<file path="config.mk">
export PLATFORM = sky130hd
export DESIGN_NAME = store_buffer
export DESIGN_NICKNAME = d
export VERILOG_FILES = /design/src/rtl/store_buffer.sv
export SDC_FILE = /design/constraint.sdc
export NUM_CORES = 1
export LEC_CHECK = 0
export BUFFER_PORTS_ARGS = -buffer_cell sky130_fd_sc_hd__buf_4
export CORE_UTILIZATION = 35
export DETAILED_ROUTE_END_ITERATION = 12
export PLACE_DENSITY_LB_ADDON = 0.15
export SLEW_MARGIN = 20
export SYNTH_ARGS = -nofsm -noshare
export SYNTH_HDL_FRONTEND = slang
export SYNTH_SLANG_ARGS = --single-unit
</file>
<file path="constraint.sdc">
create_clock -name clk -period 3.78 [get_ports clk]
set_clock_uncertainty 0.05 [all_clocks]
set_input_delay 0.378 -clock clk [delete_from_list [all_inputs] [get_ports clk]]
set_output_delay 0.378 -clock clk [all_outputs]
set_load 0.005 [all_outputs]
</file>
<file path="src/rtl/store_buffer.sv">
// store_buffer: circular store FIFO that drains to data memory, with load priority and store-to-load forwarding.
module store_buffer #(
  parameter int DEPTH = 4,
  parameter int AW = 32
) (
  input  logic                   clk,
  input  logic                   reset,
  input  logic                   st_valid,
  input  logic [AW-1:0]          st_addr,
  input  logic [31:0]            st_data,
  output logic                   st_ready,
  input  logic                   ld_req,
  input  logic [AW-1:0]          ld_addr,
  output logic [31:0]            ld_data,
  output logic                   ld_done,
  output logic                   ld_fwd,
  output logic                   empty,
  output logic [$clog2(DEPTH):0] count,
  output logic [31:0]            mem_address,
  output logic [31:0]            mem_dataIn,
  output logic                   mem_memWrite,
  output logic                   mem_memRead,
  input  logic [31:0]            mem_dataOut
);
  localparam int PW = $clog2(DEPTH);
  localparam int CW = PW + 1;
  typedef enum logic [1:0] {IDLE, LOAD, DRAIN} port_t;
  port_t ps;
  logic [AW-1:0] addr_q [DEPTH];
  logic [31:0] data_q [DEPTH];
  logic [PW-1:0] head, tail;
  logic enq, drn, hit;
  logic [31:0] fwd;
  always_comb begin
    ps = ld_req ? LOAD : (count != '0) ? DRAIN : IDLE;
    st_ready = count < CW'(DEPTH);
    enq = st_valid && st_ready;
    drn = ps == DRAIN;
    empty = count == '0;
    mem_memRead = !reset && ps == LOAD;
    mem_memWrite = !reset && drn;
    mem_address = (ps == LOAD) ? 32'(ld_addr) : drn ? 32'(addr_q[head]) : '0;
    mem_dataIn = drn ? data_q[head] : '0;
  end
  // Walk oldest to youngest so the youngest matching entry wins.
  always_comb begin
    hit = 1'b0;
    fwd = '0;
    for (int i = 0; i < DEPTH; i++)
      if (CW'(i) < count && addr_q[head + PW'(i)] == ld_addr) begin
        hit = 1'b1;
        fwd = data_q[head + PW'(i)];
      end
  end
  always_ff @(posedge clk) begin
    if (reset) begin
      head <= '0;
      tail <= '0;
      count <= '0;
      ld_done <= 1'b0;
      ld_fwd <= 1'b0;
      ld_data <= '0;
    end else begin
      if (enq) begin
        addr_q[tail] <= st_addr;
        data_q[tail] <= st_data;
        tail <= tail + 1'b1;
      end
      if (drn) head <= head + 1'b1;
      count <= count + CW'(enq) - CW'(drn);
      ld_done <= ps == LOAD;
      ld_fwd <= ps == LOAD && hit;
      if (ps == LOAD) ld_data <= hit ? fwd : mem_dataOut;
    end
  end
endmodule

</file>
==> qor.csv <==
stage,metric,value,unit
power_and_ir_drop,Static Leakage,8.034,nW
global_routing,largest net degree at the start of global routing,59,
clock_network,H-tree depth,2,
placement,GPL Wtd Cong,0.9073,
sta,Final Cycle Share,0.9866,
clock_network,CTS max path bufs,3,
hold_path,Hold Path Depth,3,
clock_network,clk_lat worst skew,0.56,ns
critical_path,CP most frequent cell,buf_12,
floorplan,Core Area,0.05413,sq mm
yosys,post-synthesis net count,1519,
clock_network,clock buffer count from CTS,37,
clock_network,clock slew at reported path FFs,0.06,ns
yosys,"Seq/Total Area, Yosys",0.4437,
routing,WL final,62.35,mm
global_routing,initial antenna violation count,0,
power_and_ir_drop,Worst VDD drop,0.3596,mV
routing,DR vias,13931,
routing,initial drt markers,954,
yosys,Post-synth top flop,edfxtp_1,
hold_path,Hold Crit Class,in2reg,
critical_path,Crit Path Max Fanout,33,
global_routing,first-pass GRT wire length,93.01,mm
floorplan,Die W,236.6,microns
placement,placed inst area,0.02221,sq mm
yosys,synthesized flop and latch total,299,
critical_path,arrival time at the worst endpoint,4.16,ns
sta,slew margin rel.,0.3944,
placement,Placed Instances,2261,
run,maximum capacitance violations,0,
routing,DR vias/cell,5.814,
yosys,post-synthesis cell count,1378,
yosys,synth warn,0,
sta,count of final hold-check violations,0,
floorplan,Die Ht,236.6,microns
yosys,Post-synth EDFFs,256,
floorplan,I/O Pins,237,
critical_path,nature of the critical path startpoint,flip-flop,
power_and_ir_drop,power per cell area,531.7,mW/mm^2
critical_path,critical register-to-register path endpoint,ld_data[10],
layout,Final Cell Area,0.02421,sq mm
floorplan,std cell rows,85,
sta,Slew Limit Fails,0,
layout,layout cells sized above 1,0.3708,
routing,DRT Pass-1 Iters,5,
sta,FMAX,268.1,MHz
placement,DP Worst Slack,-0.01848,ns
critical_path,CP Capture Type,flip-flop,
hold_path,worst hold start,mem_dataOut[0],
critical_path,Worst Path Required,4.21,ns
clock_network,Clock Sink Count,299,
floorplan,Initial Util,0.3559,
global_routing,Overall Global Routing Usage,0.2226,
sta,Setup Viol. Count Final,0,
yosys,synth unique cells,67,
critical_path,crit path kind,reg2reg,
routing,Routed Antenna Nets,0,
global_routing,vias in the first global route,14053,
critical_path,Reg2Reg Depth,11,
clock_network,root buffer cell,clkbuf_16,
power_and_ir_drop,Total Power,12.87,mW
floorplan,die area,0.05598,sq mm
yosys,Synth Area per Inst,13.98,sq um
global_routing,gr ovfl total,0,
status,status,finished clean,
critical_path,R2R Path Start,head[1],
yosys,Mapped Area,0.01926,sq mm
layout,fin cells,2396,
placement,IO Port Bufs,236,
critical_path,max incr delay on CP,0.57,ns
critical_path,Reg2Reg Setup Slack,0.05,ns
critical_path,crit-path cells,"buf_12, mux4_1, xnor2_1, nand4_1, or4_4, nor3_4, nand2_2, buf_12, or3b_2, a31o_2, a211oi_1",
yosys,Async SR Flop Fraction,0,
critical_path,CP max-delay cell,mux4_1,
sta,Slew @ Worst Pin,0.9083,ns
layout,fin nets,1813,
routing,Routed wire per std cell,26.02,microns
sta,shortest period the worst path allows,3.729,ns
layout,Layout area overhead,25.69,%
hold_path,hold worst-path end,ld_data[0],
clock_network,CTS tree,yes,
routing,Residual DRC,0,
sta,fin worst setup slack,0.05070,ns
placement,Detail Placement HPWL,44.24,mm
## worst max-delay path: cells and delay by family (launching register included)
kind	cells	cell delay, ns
AO/OA/AOI/OAI	2	0.48
XOR/XNOR	1	0.30
buffers and inverters	2	0.33
flip-flops	1	0.41
multiplexers	1	0.57
AND/OR/NAND/NOR	5	1.47
## synthesized netlist by cell type, types with 6 or more instances
library cell	number	area (sq um)
mux4_2	194	4369
or3b_1	28	245.2
inv_1	19	71.32
a22o_1	17	148.9
buf_1	22	82.58
nor4_1	9	56.30
clkbuf_1	71	266.5
nor2_1	60	225.2
nand4_1	16	100.1
mux4_1	10	262.8
xor2_1	29	254.0
edfxtp_1	256	7687
ha_1	8	100.1
a21oi_1	16	80.08
mux2i_1	97	970.9
dfxtp_1	43	860.8
a221oi_1	31	271.5
a31o_1	28	245.2
nand2_1	67	251.5
buf_2	23	115.1
and2_1	38	237.7
o21ai_0	21	105.1
nor3_1	6	30.03
nand3_1	32	160.2
buf_6	9	101.4
mux2_2	11	123.9
buf_4	11	82.58
xnor2_1	89	779.5
a211oi_1	30	225.2
a2111oi_0	6	52.55
## where the power goes
part | leakage (nW) | internal [mW] | switching (mW)
Sequential | 2.68 | 3.80 | 0.178
Combinational | 4.75 | 2.72 | 2.52
Clock | 0.604 | 2.21 | 1.45
## flip-flops by register name (all words and copies together) (netlist names), named ones only
register	count
count	3
addr_q	128
head	2
ld_fwd	1
tail	2
ld_done	1
data_q	128
ld_data	32
## routing by layer
| metal | GRT usage | share of wire | vias up |
|---|---|---|---|
| met5 | 0 | 0 | - |
| met4 | 0.05647 | 0.019 | 0 |
| met3 | 0.03136 | 0.057 | 68 |
| met2 | 0.3796 | 0.50 | 496 |
| met1 | 0.2975 | 0.42 | 7189 |
| li1 | - | - | 6178 |
## what timing repair did
action,4_1_cts,5_1_grt
pin swaps,0,1
endpoints found under the setup margin,4,32
endpoints found under the hold margin,256,0
buffers inserted,2,2
hold buffers,64,0
resized for setup,0,13
## cell usage in the layout, fill, tap and decap left out, drive strengths merged, types with 3 or more instances in the layout
cell / Yosys / final
a2111oi: 6 / 6
a31oi: 5 / 5
xnor2: 89 / 89
a22o: 17 / 17
inv: 20 / 21
nand4: 16 / 16
a211oi: 33 / 33
nand2b: 5 / 5
o21ai: 21 / 21
nor4: 9 / 9
a21oi: 16 / 16
a2bb2oi: 4 / 4
nor3: 7 / 7
clkbuf: 74 / 50
dfxtp: 43 / 43
xor2: 29 / 29
mux2i: 97 / 97
mux4: 204 / 204
a221oi: 34 / 34
dlygate4sd3: 0 / 64
o22ai: 5 / 5
o2bb2ai: 3 / 3
nor2b: 4 / 4
bufinv: 0 / 4
buf: 66 / 331
clkinv: 0 / 9
and2: 38 / 38
mux2: 11 / 11
o2111ai: 5 / 5
or3b: 31 / 31
a31o: 31 / 31
edfxtp: 256 / 256
a22oi: 4 / 4
ha: 8 / 8
nor2: 60 / 60
nand3: 32 / 32
nand2: 68 / 68
## through the flow
stage | hold WS, ns | utilization | TNS (ns)
final | 0.09626 | 0.4473 | 0
after global routing | 0.09882 | 0.4472 | -0.09409
after CTS | 0.07460 | 0.4456 | 0
after detailed placement | 0.4472 | 0.4102 | -0.02812
after global placement | 0.4411 | 0.4102 | 0
after floorplan | 0.4269 | - | 0
## worst max path at each step
stage / start / end / slack, ns / depth (start not counted)
after CTS: head[1] / ld_data[10] / 0.002 / 11
after global placement: head[1] / ld_data[9] / 0.01 / 11
after global routing: head[0] / ld_data[17] / -0.02 / 12
after detailed placement: flip-flop / ld_data[10] / -0.02 / 13
after floorplan: head[1] / ld_data[21] / 0.44 / 14
final: head[1] / ld_data[10] / 0.05 / 11
## final cells by class
class	count	area (sq um)
clock buffers	50	1036
repair buffers	395	3417
multi-input cells	919	10040
inverters	20	75.07
flip-flops and latches	299	8563
diodes	1	2.502
clock inverters	16	207.7
well taps	696	870.8
fillers	4906	29920
## kinds of logic (layout without fill, tap and decap cells)
kind of cell | count (synthesis) | in the layout | share of synthesized area
mux | 312 | 312 | 0.2973
flops | 299 | 299 | 0.4437
simple gates | 281 | 281 | 0.07839
compound gates | 199 | 199 | 0.08138
buf+inv | 160 | 481 | 0.03936
xor+xnor | 118 | 118 | 0.05365
fa+ha+maj | 9 | 9 | 0.006235
other cells | 0 | 1 | 0
Note: power is estimated with default switching activity, not from simulation.
